--- config.mk ---
export PLATFORM = sky130hd
export DESIGN_NAME = demux_stream_n
export DESIGN_NICKNAME = d
export VERILOG_FILES = /design/src/rtl/demux_stream_n.sv
export SDC_FILE = /design/constraint.sdc
export NUM_CORES = 1
export LEC_CHECK = 0
export ABC_AREA = 1
export BUFFER_PORTS_ARGS = -buffer_cell sky130_fd_sc_hd__buf_2
export CORE_ASPECT_RATIO = 0.6
export CORE_MARGIN = 2
export CORE_UTILIZATION = 42
export DETAILED_ROUTE_END_ITERATION = 12
export PLACE_DENSITY = 0.82
export RECOVER_POWER = 50
export SLEW_MARGIN = 15
export SYNTH_ARGS = -nofsm -noshare
export SYNTH_HDL_FRONTEND = slang
export SYNTH_SLANG_ARGS = --single-unit
--- constraint.sdc ---
create_clock -name clk -period 1.2 [get_ports clk]
set_clock_uncertainty 0.05 [all_clocks]
set_input_delay 0.24 -clock clk [delete_from_list [all_inputs] [get_ports clk]]
set_output_delay 0.24 -clock clk [all_outputs]
set_load 0.02 [all_outputs]
--- src/rtl/demux_stream_n.sv ---
// One-deep registered demultiplexer: routes each accepted beat to a single output channel
// chosen by binary index or lowest-set-bit priority, counting beats that address no channel.
module demux_stream_n #(
    parameter int WIDTH = 8,
    parameter int N_OUT = 4,
    parameter int SEL_W = $clog2(N_OUT)
) (
    input  logic             clk,
    input  logic             reset,
    input  logic             mode,
    input  logic [WIDTH-1:0] in_data,
    input  logic [SEL_W-1:0] in_sel,
    input  logic [N_OUT-1:0] in_mask,
    input  logic             in_valid,
    output logic             in_ready,
    output logic [WIDTH-1:0] out_data,
    output logic [N_OUT-1:0] out_valid,
    input  logic [N_OUT-1:0] out_ready,
    output logic [7:0]       drop_cnt,
    output logic             busy
);

    function automatic logic [7:0] sat_inc(input logic [7:0] v);
        return (v == 8'hFF) ? v : v + 8'd1;
    endfunction

    logic             busy_q, busy_d;
    logic [SEL_W-1:0] ch_q, ch_d;
    logic [WIDTH-1:0] data_q, data_d;
    logic [7:0]       drop_q, drop_d;

    logic             tgt_ok;
    logic [SEL_W-1:0] tgt_idx;
    logic             drain;
    logic             accept;

    // Target decode on the presented beat; the descending loop leaves the lowest set bit winning.
    always_comb begin
        tgt_ok  = 1'b0;
        tgt_idx = '0;
        if (!mode) begin
            if (32'(in_sel) < N_OUT) begin
                tgt_ok  = 1'b1;
                tgt_idx = in_sel;
            end
        end else begin
            for (int k = N_OUT - 1; k >= 0; k--) begin
                if (in_mask[k]) begin
                    tgt_ok  = 1'b1;
                    tgt_idx = SEL_W'(k);
                end
            end
        end
    end

    assign drain    = busy_q & out_ready[ch_q];
    assign in_ready = ~busy_q | out_ready[ch_q];
    assign accept   = in_valid & in_ready;

    always_comb begin
        busy_d = busy_q;
        ch_d   = ch_q;
        data_d = data_q;
        drop_d = drop_q;
        if (accept && tgt_ok) begin
            busy_d = 1'b1;
            ch_d   = tgt_idx;
            data_d = in_data;
        end else if (drain) begin
            busy_d = 1'b0;
        end
        if (accept && !tgt_ok) begin
            drop_d = sat_inc(drop_q);
        end
    end

    always_ff @(posedge clk) begin
        if (reset) begin
            busy_q <= 1'b0;
            ch_q   <= '0;
            data_q <= '0;
            drop_q <= 8'd0;
        end else begin
            busy_q <= busy_d;
            ch_q   <= ch_d;
            data_q <= data_d;
            drop_q <= drop_d;
        end
    end

    always_comb begin
        out_valid = '0;
        if (busy_q) begin
            out_valid[ch_q] = 1'b1;
        end
    end

    assign out_data = data_q;
    assign drop_cnt = drop_q;
    assign busy     = busy_q;

endmodule

==> run summary, run 1 <==
Status - finished, violations left
Failing checks - setup timing
Area grow syn2layout - 71.8%
Vias in the first global route - 1,124
Placed cell areas - 1590 um2
Clock slew at reported path FFs - 0.07 ns
Sw Pwr - 489 uW
Port bufs - 43
Slew @ Worst Pin - 0.286 ns
Routed Wire Length - 3270 um
Slew Limit Headroom - 80.8%
Router iterations before antenna repair - 4
TritonCTS clock tree - done
Die area - 3000 um2
Crit path top cell by count - nor2_4
Reg2Reg Capture Point - out_data[1]
Cts bufs inserted - 3
Hold Path Class - in -> reg
# H-tree levels - 1
Gate Count Post-Synth - 156
# nets final - 251
#FFs+latches synth - 19
Clk Tree Root Cell - clkbuf_8
Unique cell type count in the Yosys netlist - 28
Max-cap viol count - 0
Top delay family on crit path - flip-flops
Final Max Slew Viols - 0
Fmax - 0.701 GHz
Levels on crit path - 6
Combinational Power Share - 27.0%
Routed WL per cell - 12.6 um
CP Max Fanout - 5
DR vias/cell - 4.84
Die W - 69.4 um
Net switching fraction of the power - 31.3%
Die Y - 43.2 um
Synth top area cells - dfxtp_1, nand2_1, nor2_1, inv_1, a21oi_1
Final hold vios - 0
Hold_ws - 0.171 ns
Skew-Pair Late Insertion Delay - 0.26 ns
Static leakage - 0.000918 uW
Post-Synthesis Cell Area - 1080 um2
Multi-input logic area - 811 um2
Core area - 2470 um2
Detail Route Antenna Nets - 0
Worst Setup End Kind - primary output
CP Class - reg -> out
Final min period - 1.43 ns
Worst Path Required - 0.91 ns
Slowest CP cell - dfxtp_4
Largest area contributor in the netlist - dfxtp_1
Cell area after layout - 1850 um2
Post-synthesis sequential area ratio - 35.3%
Via count - 1,254
Mean Syn Cell Area - 6.91 um2
Ant diodes - 0
Layout cells sized above 1 - 60.8%
Share of the synthesized area in the top cell type - 35.3%
Final worst slack - -0.227 ns
DRC violations left - 0
Pint - 1070 uW
Cells along the critical path - nor2_4 -> nand2_2 -> inv_2 -> nor2_4 -> nand2_4 -> buf_6
Final setup vio count - 24
Worst EP arrival - 1.14 ns
RSZ-0062 raised after global routing - yes
Maximum clock insertion buffer count - 2
Hold Buf Count CTS - 0
Fill count - 168
Peak supply drop - 0.775 mV
Number of buffers and inverters on the critical path - 2
Worst reg2reg path startpoint - ch_q[1]
Post-DP HPWL - 2160 um
Grt total ovfl - 0
Tot GR Track Use - 20.9%
I/O Pins - 44
Global-route wire length before repair - 4930 um
Initial drt markers - 23
Sequential power share - 43.8%
Power per Cell Area - 843 nW/um2
Initial antenna violation count - 0
Initial core utilization - 43.6%
Final worst path period share - 119%
Clock share of power - 29.3%
Crit path from - ch_q[1]
Number of cell rows - 14
Crit path largest cell delay - 0.40 ns
R2r worst-path depth - 8
Reg-to-reg slack, setup - -0.22 ns
Clk sinks - 19
YS warnings - 0
Worst Setup EP - in_ready
Post-Syn Nets - 179
Largest net degree at the start of global routing - 13
GP Congestion - 0.793
Worst Setup Start Kind - flip-flop
Register area - 403 um2
[sequential cells by signal (all words and copies together) (netlist names)]
name	cells
busy	1
ch_q	2
out_data	8
drop_cnt	8
[worst register-to-register path, delay by kind of cell, from the launching register on]
family,cells,cell delay [ns]
and+or+nand+nor,6,0.65
buffers and inverters,1,0.17
DFF,1,0.38
AOI/OAI and AO/OA,1,0.11
[per-stage QoR]
| stage | setup slack, ns | util, % | instances | TNS, ns | total power, uW |
|---|---|---|---|---|---|
| 6_report | -0.227 | 74.9 | 259 | -4.14 | 1560 |
| 3_5_place_dp | -0.145 | 64.4 | 250 | -2.17 | 1040 |
| 3_3_place_gp | -0.0971 | 64.4 | 250 | -1.46 | 1030 |
| 5_1_grt | -0.279 | 74.9 | 259 | -5.59 | 1630 |
| 4_1_cts | -0.198 | 71.0 | 259 | -3.37 | 1530 |
| 2_1_floorplan | -0.0918 | - | 156 | -1.22 | 902 |
[routing by layer]
metal / share of wire, % / vias to the layer above / routed length (um) / GRT usage (%)
li1: - / 641 / - / -
met2: 49 / 49 / 1600 / 34.4
met4: 0.92 / 0 / 30 / 5.49
met1: 44 / 560 / 1450 / 27.1
met3: 5.7 / 4 / 186 / 5.94
met5: 0 / - / 0 / 0
[area by class of cell]
| type | instances | share of cell area, % |
|---|---|---|
| multi-input cells | 114 | 43.8 |
| repair buffers | 67 | 24.7 |
| flip-flops and latches | 19 | 21.8 |
| inverters | 23 | 4.94 |
| clock buffers | 3 | 2.23 |
| well taps | 32 | 2.16 |
| clock inverters | 1 | 0.338 |
[cells in the mapped netlist]
cell type	number
xnor2_1	1
nor3_4	1
xor2_1	2
nor3_1	5
inv_2	4
nor2_4	1
a21oi_2	1
buf_6	1
nand3b_4	1
ha_1	1
nand3_1	4
clkinv_1	1
or2_1	1
clkbuf_1	1
nand4_2	1
o21ai_0	2
dfxtp_1	19
nor2_8	1
a22o_1	1
nand4_1	7
nand2_2	4
nor2_1	19
nand2_4	1
nor2_2	2
a21oi_1	9
nand3_2	2
inv_1	18
nand2_1	45
[what timing repair did]
item,CTS,global route
endpoints found under the setup margin,27,29
cloned,2,0
resized for setup,22,32
buffers inserted,3,0
pin swaps,14,16
[how the worst min path moves through the flow]
stage	to	cells after the start	from	slack, ns
after CTS	out_data[0]	3	in_data[0]	0.17
after global placement	out_data[4]	2	out_data[4]	0.41
after global routing	out_data[4]	3	in_data[4]	0.17
after detailed placement	out_data[0]	2	out_data[0]	0.41
final	out_data[4]	3	in_data[4]	0.17
after floorplan	out_data[2]	2	in_data[2]	0.34
[cells by family after synthesis]
family	after synthesis	synth area share, %
compound gates	13	6.74
buf+inv	25	9.41
flops	19	35.3
simple gates	95	44.9
fa+ha+maj	1	1.16
xor+xnor	3	2.44
[layout by cell type, fill, tap and decap left out, types with 4 or more instances in the layout]
cell and instances:
clkbuf_2 4, nand2_4 4, nor2_2 7, nor2_4 5, a21oi_2 8, buf_6 6, buf_2 28, nand2_2 15
nand2_1 31, inv_2 5, nor2_1 10, nand4_1 7, dfxtp_1 11, dfxtp_4 5, buf_4 25, inv_1 15
[power by group through the flow]
stage | logic (uW) | registers, uW | clock network (uW)
3_5_place_dp | 343 | 696 | 0
2_1_floorplan | 177 | 725 | 0
6_report | 420 | 682 | 456
4_1_cts | 386 | 680 | 467
5_1_grt | 455 | 686 | 494
3_3_place_gp | 337 | 696 | 0
Note: power is estimated with default switching activity, not from simulation.
==> inputs of run 2 (changes only) <==
--- a/config.mk
+++ b/config.mk
@@ -5,13 +5,13 @@
 export SDC_FILE = /design/constraint.sdc
 export NUM_CORES = 1
 export LEC_CHECK = 0
-export ABC_AREA = 1
 export BUFFER_PORTS_ARGS = -buffer_cell sky130_fd_sc_hd__buf_2
 export CORE_ASPECT_RATIO = 0.6
 export CORE_MARGIN = 2
-export CORE_UTILIZATION = 42
+export CORE_UTILIZATION = 40
+export CTS_CLUSTER_DIAMETER = 80
 export DETAILED_ROUTE_END_ITERATION = 12
-export PLACE_DENSITY = 0.82
+export PLACE_DENSITY = 0.81
 export RECOVER_POWER = 50
 export SLEW_MARGIN = 15
 export SYNTH_ARGS = -nofsm -noshare
==> run 2 against run 1 <==
Net effect: the flow still finishes with violations (setup timing); non-clock buffer count shrank 2; via count shrank 23%; combinational power down 16%; cell area is 18% lower; count of clock-buffer cells in the layout up 1; worst setup slack worse by 0.20 ns; register-to-register slack worse by 0.17 ns; worst hold slack lost 0.0035 ns; first-iteration DRC count shrank 35%; critical path type unchanged; largest cell class unchanged; largest power group unchanged.
==> run summary, run 2 <==
Number of cell rows - 13 (-1)
Slew @ Worst Pin - 0.300 ns (+0.0138 ns)
Detail Route Antenna Nets - 0 (unchanged)
Worst reg2reg path startpoint - ch_q[1]
TNS Setup - -7.77 ns (-3.63 ns)
Largest net degree at the start of global routing - 16 (+3)
Failing checks - setup timing
Tot GR Track Use - 19.9% (-0.96 points)
Post-Synthesis Cell Area - 932 um2 (-13%)
Status - finished, violations left
#FFs+latches synth - 19 (unchanged)
GP Congestion - 0.898 (+13%)
Router iterations before antenna repair - 4 (unchanged)
Skew-Pair Late Insertion Delay - 0.25 ns (about the same)
Grt total ovfl - 0 (unchanged)
Hold Crit Start - in_data[0]
Global-route wire length before repair - 3940 um (-20%)
Synth Flop Type - dfxtp_1
Via count - 969 (-23%)
Worst EP arrival - 1.34 ns (+0.20 ns)
DR vias/cell - 4.97 (+2.6%)
Unique cell type count in the Yosys netlist - 28 (unchanged)
Fmax - 0.614 GHz (-12%)
Cts bufs inserted - 3 (unchanged)
TritonCTS clock tree - done
EDFF count, synth - 0 (unchanged)
Worst Setup Start Kind - flip-flop
Final worst slack - -0.430 ns (-0.203 ns)
I/O Pins - 44 (unchanged)
CP Class - reg -> out
# H-tree levels - 1 (unchanged)
Register area - 399 um2 (-0.93%)
Multi-input logic area - 592 um2 (-27%)
Layout Utilization - 70.0% (-4.9 points)
Final worst path period share - 136% (+17 points)
Placed cell areas - 1320 um2 (-17%)
Asr flop ratio synth - 0% (unchanged)
Slew Limit Headroom - 79.9% (-0.97 points)
Initial core utilization - 42.8% (-0.85 points)
Cell area after layout - 1530 um2 (-18%)
Most common cell in the netlist - nor2_1
Static leakage - 0.000688 uW (-25%)
Worst Setup End Kind - primary output
Hold_ws - 0.168 ns (-0.00351 ns)
Final min period - 1.63 ns (+0.203 ns)
Post-synthesis sequential area ratio - 40.8% (+5.5 points)
Power, Total - 1470 uW (-6.0%)
Commonest non-fill, non-tap cells in the layout - buf_2, buf_4, nor2_1
Worst Path Required - 0.91 ns (about the same)
YS warnings - 0 (unchanged)
Layout cells sized above 1 - 57.6% (-3.2 points)
Mean Syn Cell Area - 9.32 um2 (+35%)
Synth top area cells - dfxtp_1, mux2i_1, nor2_1, xnor2_1, nor4_1
Hold Path Class - in -> reg
Clk sinks - 19 (unchanged)
Largest area contributor in the netlist - dfxtp_1
Clk Tree Root Cell - clkbuf_8
Initial antenna violation count - 0 (unchanged)
RSZ-0062 raised after global routing - yes
Die area - 2750 um2 (-8.5%)
Share of the synthesized area in the top cell type - 40.8% (+5.5 points)
Gate Count Post-Synth - 100 (-36%)
Final Max Slew Viols - 0 (unchanged)
Initial drt markers - 15 (-35%)
Fill count - 186 (+11%)
Routed WL per cell - 13.5 um (+7.3%)
Final hold vios - 0 (unchanged)
Hold Buf Count CTS - 0 (unchanged)
Ant diodes - 0 (unchanged)
Crit path from - ch_q[1]
Vias in the first global route - 885 (-21%)
Final setup vio count - 24 (unchanged)
Die W - 66.3 um (-4.4%)
Post-Syn Nets - 123 (-31%)
Area grow syn2layout - 63.8%
Commonest non-fill, non-tap cell in the layout - buf_2
Max-cap viol count - 0 (unchanged)
Port bufs - 43 (unchanged)
Die Y - 41.4 um (-4.2%)
Most frequent cells after synthesis - nor2_1, dfxtp_1, mux2i_1, nor4_1, xnor2_1
# nets final - 189 (-25%)
Routed Wire Length - 2640 um (-19%)
Core area - 2180 um2 (-12%)
Maximum clock insertion buffer count - 2 (unchanged)
Clock slew at reported path FFs - 0.07 ns (about the same)
Peak supply drop - 0.731 mV (-5.7%)
Post-DP HPWL - 1860 um (-14%)
DRC violations left - 0 (unchanged)
Power per Cell Area - 960 nW/um2 (+14%)
CP Max Fanout - 3 (-2)
## run 2: cell types whose count changed after synthesis, sizes merged, moves of 4 or more
cell	delta
nor3	-4
inv	-18
mux2i	+11
nor4	+5
xnor2	+4
a21oi	-9
nand4	-6
nand2	-47
## run 2: worst max-delay path: stages (launching register included)
cell and delay (ns):
dfxtp_4 0.37, mux2_4 0.32, o22ai_4 0.22, inv_4 0.05, buf_6 0.13
## run 2: cell type report
type,count,area share (%)
sequential,19,26.1
timing repair buffer,65,28.2
inverter,4,1.48
clock buffer,4,2.95
multi-input combinational,73,38.8
tap,30,2.46
## run 2: cell families (layout without fill, tap and decap cells)
kind of cell    after synthesis  count (layout)  share of synthesized area, %
buf+inv                       8              73                          6.04
mux                          14              14                          15.4
flops                        19              19                          40.8
fa+ha+maj                     1               1                          1.34
xor+xnor                      5               5                          4.70
compound gates                5               5                          6.17
simple gates                 48              48                          25.5
## run 2: per-layer routing
layer	GRT usage [%]	share of wire (%)	vias to the layer above	routed length, um
met5	0	0	-	0
met3	7.26	8.2	8	217
met4	5.10	2.0	0	53
met1	22.2	42	439	1110
met2	37.8	48	49	1260
li1	-	-	473	-
## run 2: metrics by stage
step                      setup WS (ns)  instances
after floorplan                  -0.599        100
after global placement           -0.414        189
after detailed placement         -0.458        189
after CTS                        -0.443        194
after global routing             -0.482        195
final                            -0.430        195
## run 2: where the power goes
part           internal, uW  switching (uW)  total [uW]
combinational           169             182         351
clock                   236             194         429
sequential              661            24.0         685
## run 2: path summary, 6_finish.rpt
kind | endpoint | slack, ns | cells after the start
worst max register to register | drop_cnt[5] | -0.39 | 5
worst min register to register | out_data[6] | 0.44 | 2
worst max-delay path | in_ready | -0.43 | 4
worst min-delay path | out_data[0] | 0.17 | 3
## run 2: what timing repair did
item | 4_1_cts | 5_1_grt
pin swaps | 2 | 3
setup buffers | 1 | 1
endpoints found under the setup margin | 24 | 27
gates resized for setup | 30 | 14
==> inputs of run 3 (changes only) <==
--- a/config.mk
+++ b/config.mk
@@ -12,7 +12,6 @@
 export CTS_CLUSTER_DIAMETER = 80
 export DETAILED_ROUTE_END_ITERATION = 12
 export PLACE_DENSITY = 0.81
-export RECOVER_POWER = 50
 export SLEW_MARGIN = 15
 export SYNTH_ARGS = -nofsm -noshare
 export SYNTH_HDL_FRONTEND = slang
==> run 3 against run 2 <==
Net effect: the flow still finishes with violations (setup timing); largest cell class unchanged; largest power group unchanged; maximum frequency about the same; routed wire length unchanged; sequential share of layout area decreased by 0.13 points; total power increased by 0.25%; register-to-register slack about the same.
==> run summary, run 3 (synthesis gave the netlist of run 2 again) <==
Ant diodes - 0 (unchanged)
Cell total after placement - 189 (unchanged)
# nets final - 189 (unchanged)
Combinational Power Share - 24.2% (+0.2 points)
Initial core utilization - 42.8% (unchanged)
Pint - 1070 uW (+0.37%)
Static leakage - 0.000711 uW (+3.4%)
TritonCTS clock tree - done
Crit path largest cell delay - 0.37 ns (about the same)
Commonest non-fill, non-tap cell in the layout - buf_2
Via count - 968 (-0.10%)
Layout cells sized above 1 - 61.2% (+3.6 points)
Final std cells w/o fill - 195 (unchanged)
Final Max Slew Viols - 0 (unchanged)
# H-tree levels - 1 (unchanged)
Sequential power share - 46.6% (about the same)
Detail Route Antenna Nets - 0 (unchanged)
Slew @ Worst Pin - 0.300 ns (unchanged)
Worst EP arrival - 1.34 ns (about the same)
DR vias/cell - 4.96 (-0.10%)
Hold Path Class - in -> reg
Max-cap viol count - 0 (unchanged)
Final hold vios - 0 (unchanged)
Skew-Pair Late Insertion Delay - 0.25 ns (about the same)
I/O Pins - 44 (unchanged)
Net switching fraction of the power - 27.2% (-0.090 points)
Initial antenna violation count - 0 (unchanged)
Worst Setup End Kind - primary output
Port bufs - 43 (unchanged)
Grt total ovfl - 0 (unchanged)
Clock slew at reported path FFs - 0.07 ns (about the same)
Largest net degree at the start of global routing - 16 (unchanged)
Vias in the first global route - 885 (unchanged)
Final setup vio count - 24 (unchanged)
Status - finished, violations left
Routed WL per cell - 13.5 um (unchanged)
RSZ-0062 raised after global routing - yes
Sw Pwr - 400 uW (about the same)
Fmax - 0.614 GHz (about the same)
Maximum clock insertion buffer count - 2 (unchanged)
Slew Limit Headroom - 79.9% (unchanged)
Clk sinks - 19 (unchanged)
Power, Total - 1470 uW (+0.25%)
Number of cell rows - 13 (unchanged)
Routed Wire Length - 2640 um (unchanged)
Core area - 2180 um2 (unchanged)
Failing checks - setup timing
Commonest non-fill, non-tap cells in the layout - buf_2, buf_4, nor2_1
Worst Setup Start Kind - flip-flop
CP Class - reg -> out
Clk Tree Root Cell - clkbuf_8
Post-DP HPWL - 1860 um (unchanged)
DRC violations left - 0 (unchanged)
Final worst path period share - 136% (about the same)
GP Congestion - 0.898 (unchanged)
Final worst slack - -0.430 ns (-0.00000600 ns)
Router iterations before antenna repair - 4 (unchanged)
Power per Cell Area - 958 nW/um2 (-0.25%)
Clock share of power - 29.2% (about the same)
CP Max Fanout - 3 (unchanged)
Peak supply drop - 0.735 mV (+0.53%)
Global-route wire length before repair - 3940 um (unchanged)
Fill count - 182 (-2.2%)
Slowest CP cell - dfxtp_4
Hold Buf Count CTS - 0 (unchanged)
Die W - 66.3 um (unchanged)
Final min period - 1.63 ns (+0.00000600 ns)
Area grow syn2layout - 64.6%
Die area - 2750 um2 (unchanged)
Die Y - 41.4 um (unchanged)
Worst Path Required - 0.91 ns (about the same)
Tot GR Track Use - 19.9% (unchanged)
Cells along the critical path - mux2_4 -> o22ai_4 -> inv_4 -> buf_6
Initial drt markers - 15 (unchanged)
Cts bufs inserted - 3 (unchanged)
[run 3: changes by cell type in the layout (fill, tap and decap cells not counted)]
cell      change
clkbuf_1      -6
buf_2         +6
[run 3: cell type report]
cell class | instances | area (um2) | share of cell area, %
clock buffer | 4 | 45.0 | 2.94
timing repair buffer | 65 | 438 | 28.5
tap | 30 | 37.5 | 2.45
inverter | 4 | 22.5 | 1.47
multi-input combinational | 73 | 592 | 38.6
sequential | 19 | 399 | 26.0
[run 3: repair_timing]
action                                  4_1_cts  5_1_grt
gates cloned                                  0        0
setup buffers                                 1        1
resized for setup                            30       14
endpoints found under the setup margin       24       27
pin swaps                                     2        3
[run 3: critical path, delay by kind of cell, from the launching register on]
family	cells	cell delay (ns)
mux	1	0.32
flops	1	0.37
buf+inv	2	0.18
compound gates	1	0.22
[run 3: metal layers]
metal	global-route usage, %	wire length [um]	part of all wire, %
met1	22.2	1110	42
met2	37.8	1250	48
met3	7.26	223	8.5
met4	5.10	53	2.0
met5	0	0	0
[run 3: final timing paths]
path / from / end / slack, ns / depth (start not counted)
worst max-delay path: ch_q[1] / in_ready / -0.43 / 4
worst min-delay path: in_data[0] / out_data[0] / 0.17 / 3
worst max register to register: ch_q[1] / drop_cnt[5] / -0.39 / 5
worst min register to register: out_data[6] / out_data[6] / 0.44 / 2
[run 3: power by group through the flow]
stage	Clock [uW]	Combinational (uW)	Sequential, uW
after floorplan	0	159	721
after global placement	0	276	690
after detailed placement	0	286	692
after CTS	440	331	684
after global routing	467	380	688
final	429	355	685
[run 3: per-stage QoR]
stage / setup slack [ns] / hold WS [ns] / setup TNS (ns) / utilization [%] / area (um2)
5_1_grt: -0.482 / 0.181 / -9.36 / 70.4 / 1530
3_3_place_gp: -0.414 / 0.419 / -6.64 / 60.4 / 1320
4_1_cts: -0.443 / 0.170 / -7.91 / 68.2 / 1490
2_1_floorplan: -0.599 / 0.337 / -8.33 / - / 953
6_report: -0.430 / 0.168 / -7.77 / 70.4 / 1530
3_5_place_dp: -0.458 / 0.427 / -7.31 / 60.4 / 1320
